## config.mk

```make
export PLATFORM = sky130hd
export DESIGN_NAME = collatz_host_driver
export DESIGN_NICKNAME = d
export VERILOG_FILES = /design/src/rtl/collatz_host_pkg.sv /design/src/rtl/collatz_host_watchdog.sv /design/src/rtl/collatz_host_driver.sv
export SDC_FILE = /design/constraint.sdc
export NUM_CORES = 1
export LEC_CHECK = 0
export ABC_AREA = 1
export BUFFER_PORTS_ARGS = -buffer_cell sky130_fd_sc_hd__clkbuf_2
export CAP_MARGIN = 20
export CELL_PAD_IN_SITES_DETAIL_PLACEMENT = 1
export CELL_PAD_IN_SITES_GLOBAL_PLACEMENT = 1
export CORE_MARGIN = 2
export CORE_UTILIZATION = 34
export CTS_CLUSTER_DIAMETER = 80
export DETAILED_ROUTE_END_ITERATION = 8
export PLACE_DENSITY_LB_ADDON = 0.1
export SLEW_MARGIN = 25
export SYNTH_ARGS = -nofsm -noshare
export SYNTH_HDL_FRONTEND = slang
export SYNTH_HIERARCHICAL = 1
export SYNTH_SLANG_ARGS = --single-unit
```

## constraint.sdc

```tcl
create_clock -name clk -period 2.39 [get_ports clk]
set_input_delay 0.1195 -clock clk [delete_from_list [all_inputs] [get_ports clk]]
set_output_delay 0.1195 -clock clk [all_outputs]
set_load 0.005 [all_outputs]
```

## src/rtl/collatz_host_pkg.sv

```systemverilog
// collatz_host_pkg: shared widths, control-bit positions, read addresses and FSM states for the Collatz host driver
package collatz_host_pkg;
  localparam int BITS = 144;
  localparam int NBYTES = BITS / 8;
  localparam int WR_BIT = 7;
  localparam int GO_BIT = 6;
  localparam int SEL_PR_BIT = 5;
  localparam logic [7:0] ADDR_OLEN_L = 8'h00;
  localparam logic [7:0] ADDR_OLEN_H = 8'h01;
  localparam logic [7:0] ADDR_PR_L = 8'h20;
  localparam logic [7:0] ADDR_PR_H = 8'h21;
  typedef enum logic [2:0] {IDLE, LOAD, GO, GUARD, WAIT, READ, DONE} state_t;
  function automatic logic [7:0] read_addr(input logic [1:0] i);
    return i == 2'd0 ? ADDR_OLEN_L : i == 2'd1 ? ADDR_OLEN_H : i == 2'd2 ? ADDR_PR_L : ADDR_PR_H;
  endfunction
endpackage

```

## src/rtl/collatz_host_watchdog.sv

```systemverilog
// collatz_host_watchdog: counts cycles while run is high and flags the cycle the count reaches LIMIT
// Ports: clk, rst_n (async active-low), run (count enable, clears when low), expired (high on the LIMIT-th run cycle)
module collatz_host_watchdog #(
  parameter int LIMIT = 200000
) (
  input  logic clk,
  input  logic rst_n,
  input  logic run,
  output logic expired
);
  logic [31:0] cnt;
  always_ff @(posedge clk or negedge rst_n)
    if (!rst_n) cnt <= '0;
    else cnt <= run ? cnt + 32'd1 : '0;
  assign expired = run && cnt == 32'(LIMIT - 1);
endmodule

```

## src/rtl/collatz_host_driver.sv

```systemverilog
// collatz_host_driver: loads a seed into the Collatz core over its byte pins, starts it, waits for busy to drop and reads results
module collatz_host_driver
  import collatz_host_pkg::*;
#(
  parameter int BITS = collatz_host_pkg::BITS,
  parameter int NBYTES = BITS / 8,
  parameter int GUARD = 2,
  parameter int TIMEOUT_CYCLES = 200000
) (
  input  logic            clk,
  input  logic            rst_n,
  input  logic            start,
  input  logic [BITS-1:0] seed,
  output logic            ready,
  output logic            done,
  output logic [15:0]     orbit_len,
  output logic [15:0]     path_record,
  output logic            timeout,
  output logic [7:0]      dev_data,
  output logic [7:0]      dev_ctrl,
  input  logic [7:0]      dev_rdata,
  input  logic            dev_busy
);
  state_t state, state_n;
  logic [15:0] cnt, cnt_n, olen_n, pr_n;
  logic [BITS-1:0] sr, sr_n;
  logic ready_n, done_n, timeout_n, expired;
  logic [7:0] data_n, ctrl_n;
`ifdef COLLATZ_HOST_TIMEOUT_EN
  collatz_host_watchdog #(.LIMIT(TIMEOUT_CYCLES)) u_wd (
    .clk(clk),
    .rst_n(rst_n),
    .run(state == collatz_host_pkg::GUARD || state == WAIT),
    .expired(expired)
  );
`else
  assign expired = 1'b0;
`endif
  always_comb begin
    state_n = state;
    cnt_n = cnt;
    sr_n = sr;
    olen_n = orbit_len;
    pr_n = path_record;
    timeout_n = timeout;
    case (state)
      IDLE: if (start) begin
        state_n = LOAD;
        sr_n = seed;
        cnt_n = '0;
        timeout_n = 1'b0;
      end
      LOAD: begin
        sr_n = sr >> 8;
        cnt_n = cnt == 16'(NBYTES - 1) ? '0 : cnt + 16'd1;
        state_n = cnt == 16'(NBYTES - 1) ? GO : LOAD;
      end
      GO: begin
        state_n = collatz_host_pkg::GUARD;
        cnt_n = '0;
      end
      collatz_host_pkg::GUARD: begin
        cnt_n = cnt + 16'd1;
        state_n = cnt == 16'(GUARD - 1) ? WAIT : collatz_host_pkg::GUARD;
      end
      WAIT: if (!dev_busy) begin
        state_n = READ;
        cnt_n = '0;
      end
      READ: begin
        sr_n = cnt[0] ? {dev_rdata, sr[BITS-1:8]} : sr;
        cnt_n = cnt + 16'd1;
        if (cnt == 16'd7) begin
          state_n = DONE;
          olen_n = sr_n[BITS-17 -: 16];
          pr_n = sr_n[BITS-1 -: 16];
        end
      end
      default: state_n = IDLE;
    endcase
    if (expired) begin
      state_n = DONE;
      timeout_n = 1'b1;
      olen_n = '0;
      pr_n = '0;
    end
    ready_n = state_n == IDLE;
    done_n = state_n == DONE;
    data_n = state_n == LOAD ? sr_n[7:0] : 8'h00;
    ctrl_n = state_n == LOAD ? 8'(1 << WR_BIT) | {3'b000, cnt_n[4:0]}
           : state_n == GO ? 8'(1 << GO_BIT)
           : state_n == READ ? read_addr(cnt_n[2:1])
           : 8'h00;
  end
  always_ff @(posedge clk or negedge rst_n)
    if (!rst_n) begin
      state <= IDLE;
      cnt <= '0;
      sr <= '0;
      ready <= 1'b1;
      done <= 1'b0;
      orbit_len <= '0;
      path_record <= '0;
      timeout <= 1'b0;
      dev_data <= '0;
      dev_ctrl <= '0;
    end else begin
      state <= state_n;
      cnt <= cnt_n;
      sr <= sr_n;
      ready <= ready_n;
      done <= done_n;
      orbit_len <= olen_n;
      path_record <= pr_n;
      timeout <= timeout_n;
      dev_data <= data_n;
      dev_ctrl <= ctrl_n;
    end
endmodule

```

==> impl_metrics.yaml <==
synth:
  yosysSeqAreaShare_pct: 52.4
  yosysWarnings: 6
  synth_edf_count: 0
  synth_area_per_cell_um2: 8.25
  synth_seq_cells: 213
  synthArstFlopShare_pct: 100
  syn_area_mm2: 0.0102
  synth_cells: 1233
  yosys-top-cells-area: "dfrtp_1, nand2_1, o211ai_1"
  synth_top_area_share_pct: 52.2
  ys.flop_type: "dfrtp_1"
  synth_nets: 1391
  yosysTopAreaCell: "dfrtp_1"
  ys_types: 34
drt:
  highest-signal-layer: "met4"
  wl_um: 34500
  routed-wl-met2_um: 16600
  via_per_inst: 4.88
  vias: 9669
  drc: 0
  routed-wl-met3_um: 1210
  ant_nets: 0
  drt_iter0_markers: 545
  met1_length_um: 16000
  wl_per_cell_um: 17.4
  drt-pass1-iter-count: 4
worst_setup_path:
  path_class: "flop to flop"
  crit_chain: "buf_4 > buf_4 > mux2i_1 > o211ai_1 > dlygate4sd3_1"
  r2r_end: "sr[139]"
  cp-end-kind: "flop"
  max_stage_delay_ns: 0.59
  critPathArrivalTime_ns: 2.62
  cp_common_cell: "buf_4"
  cp-start-kind: "flop"
  r2r_slack_ns: 0.17
  crit_start: "cnt[0]"
  r2r-start: "cnt[0]"
  crit_family: "buffers and inverters"
  cp.required_ns: 2.79
  critPathMaxFanout: 34
  r2r_cells: 5
  critical_path_buf_inv_count: 3
  slowest_stage: "dlygate4sd3_1"
global_routing:
  overflow: 0
  grt_max_degree: 73
  grt_use_total_pct: 21.9
  first_global_vias: 10100
  grt_antenna_before_repair: 0
  grt_first_pass_wirelength_um: 54800
floorplan:
  start_util_pct: 34.4
  dieArea_mm2: 0.0313
  io_pins: 207
  die_h_um: 177
  die_width_um: 177
  core_area_mm2: 0.0296
  rows: 63
sta:
  period_minus_slack_ns: 2.22
  setup_tns_ns: 0
  report.final.slew_viol_count: 0
  setup_viol: 0
  holdWs_ns: 0.0171
  grt_setup_unrepaired: "false"
  worst_pin_slew_ns: 0.802
  finClkSkew_ns: 0.0150
  max_slew_margin_pct: 46.3
  hold_violations: 0
  fmax_ghz: 0.451
  finalCritPeriodShare_pct: 92.8
final_layout:
  area_delta_synth_final_pct: 38.0
  layout-drive-gt1-share_pct: 18.1
  diodes: 0
  nets: 1734
power_and_ir_drop:
  ir_drop_mv: 0.719
  power.leakage_nw: 6.74
  p_per_area_mw_per_mm2: 1190
clocking:
  cts.path.max_buffers: 3
  cts_inserted_buffers: 26
  clkSlewWorstSetupHoldPaths_ns: 0.06
  htree_levels: 1
  clock_latency_ns: 0.54
  cts.sinks: 213
  cts-root-buf: "clkbuf_16"
  cts_tree: "done"
place:
  dp.final_hpwl_um: 22400
  gp_congestion: 0.802
  numPortBuffers: 205
hold_path:
  holdPathStages: 3
  hp-start: "dev_rdata[6]"
  hold_path_class: "input pin to flop"
  whs_endpoint: "sr[142]"
run_status:
  status: "finished, final reports clean"
flow_run:
  maxCapViolations: 0
-- sequential cells by signal (all words and copies together), names as in the netlist --
name         cells
sr             144
cnt             16
orbit_len       16
path_record     16
dev_ctrl         8
dev_data         8
state            3
done             1
ready            1
-- through the flow --
step	power [mW]	util, %	instance area, µm²	instances	setup WS (ns)
floorplan	10.3	-	10200	1233	0.785
global placement	12.7	39.5	11700	1784	0.398
detailed placement	12.9	39.5	11700	1784	0.321
CTS	16.9	47.5	14000	1983	0.160
global route	18.1	47.5	14000	1983	0.0172
finish	16.7	47.5	14000	1983	0.172
-- how the worst max path moves through the flow --
| stage | end | cells after the start |
|---|---|---|
| after detailed placement | orbit_len[10] | 9 |
| after floorplan | dev_ctrl[0] | 11 |
| after CTS | sr[137] | 5 |
| after global placement | sr[76] | 6 |
| final | sr[139] | 5 |
| after global routing | sr[139] | 8 |
-- cells in the final DEF, fill, tap and decap left out, types with 19 or more instances in the layout --
| cell type | count |
|---|---|
| o31ai_1 | 26 |
| a21oi_1 | 19 |
| o211ai_1 | 120 |
| inv_1 | 176 |
| dlygate4sd3_1 | 154 |
| nand3_1 | 28 |
| nor2_1 | 29 |
| dfrtp_1 | 211 |
| clkbuf_16 | 26 |
| o21ai_0 | 72 |
| clkbuf_2 | 204 |
| nand2_1 | 409 |
-- per-layer routing --
metal / GRT usage [%] / vias up
li1: - / 4708
met4: 5.03 / 0
met3: 2.68 / 43
met2: 36.9 / 181
met1: 30.3 / 4737
met5: 0 / -
-- cell type report --
cell class                 instances  area, µm²
tap                              390        488
sequential                       213       5330
inverter                         181        682
fill                            3534      15500
timing repair buffer             384       2870
clock buffer                      37        762
multi-input combinational        770       3860
clock inverter                     8       53.8
-- cell families (layout without fill, tap and decap cells) --
kind of cell | count (synthesis) | count (layout) | synth area share [%]
AOI/OAI and AO/OA | 268 | 268 | 17.5
xor gates and xnor gates | 3 | 3 | 0.258
adders and majority gates | 2 | 2 | 0.246
buffers and inverters | 250 | 610 | 9.89
DFF | 213 | 213 | 52.4
muxes | 7 | 7 | 0.689
other | 1 | 1 | 0.0369
and+or+nand+nor | 489 | 489 | 19.0
-- power breakdown --
group	total [mW]	switching, mW	internal [mW]
combinational	7.09	4.56	2.53
sequential	5.90	0.866	5.03
clock	3.75	1.55	2.20
-- timing repair --
item / in CTS / in global routing
resized for setup: 0 / 0
hold buffers: 154 / 0
setup buffers: 0 / 0
endpoints found under the hold margin: 219 / 0
-- worst min-delay path, delay by kind of cell --
family | cells | cell delay, ns
AO/OA/AOI/OAI | 1 | 0.17
buffers and inverters | 1 | 0.10
multiplexers | 1 | 0.11
-- cells in the mapped netlist (3+ instances only) --
cell and count:
nand2_1 410, a22oi_1 6, o211ai_1 120, mux2i_1 7, o21ai_0 72, nand3_1 28
o31ai_1 26, a21oi_1 19, inv_1 176, o2111ai_1 4, buf_4 8, xor2_1 3
nor2_2 3, clkbuf_1 29, nand4_1 9, o22ai_1 14, nor3_1 5, buf_2 30
dfrtp_1 212, inv_2 4, nor2_1 29
(Power assumes the default switching activity.)
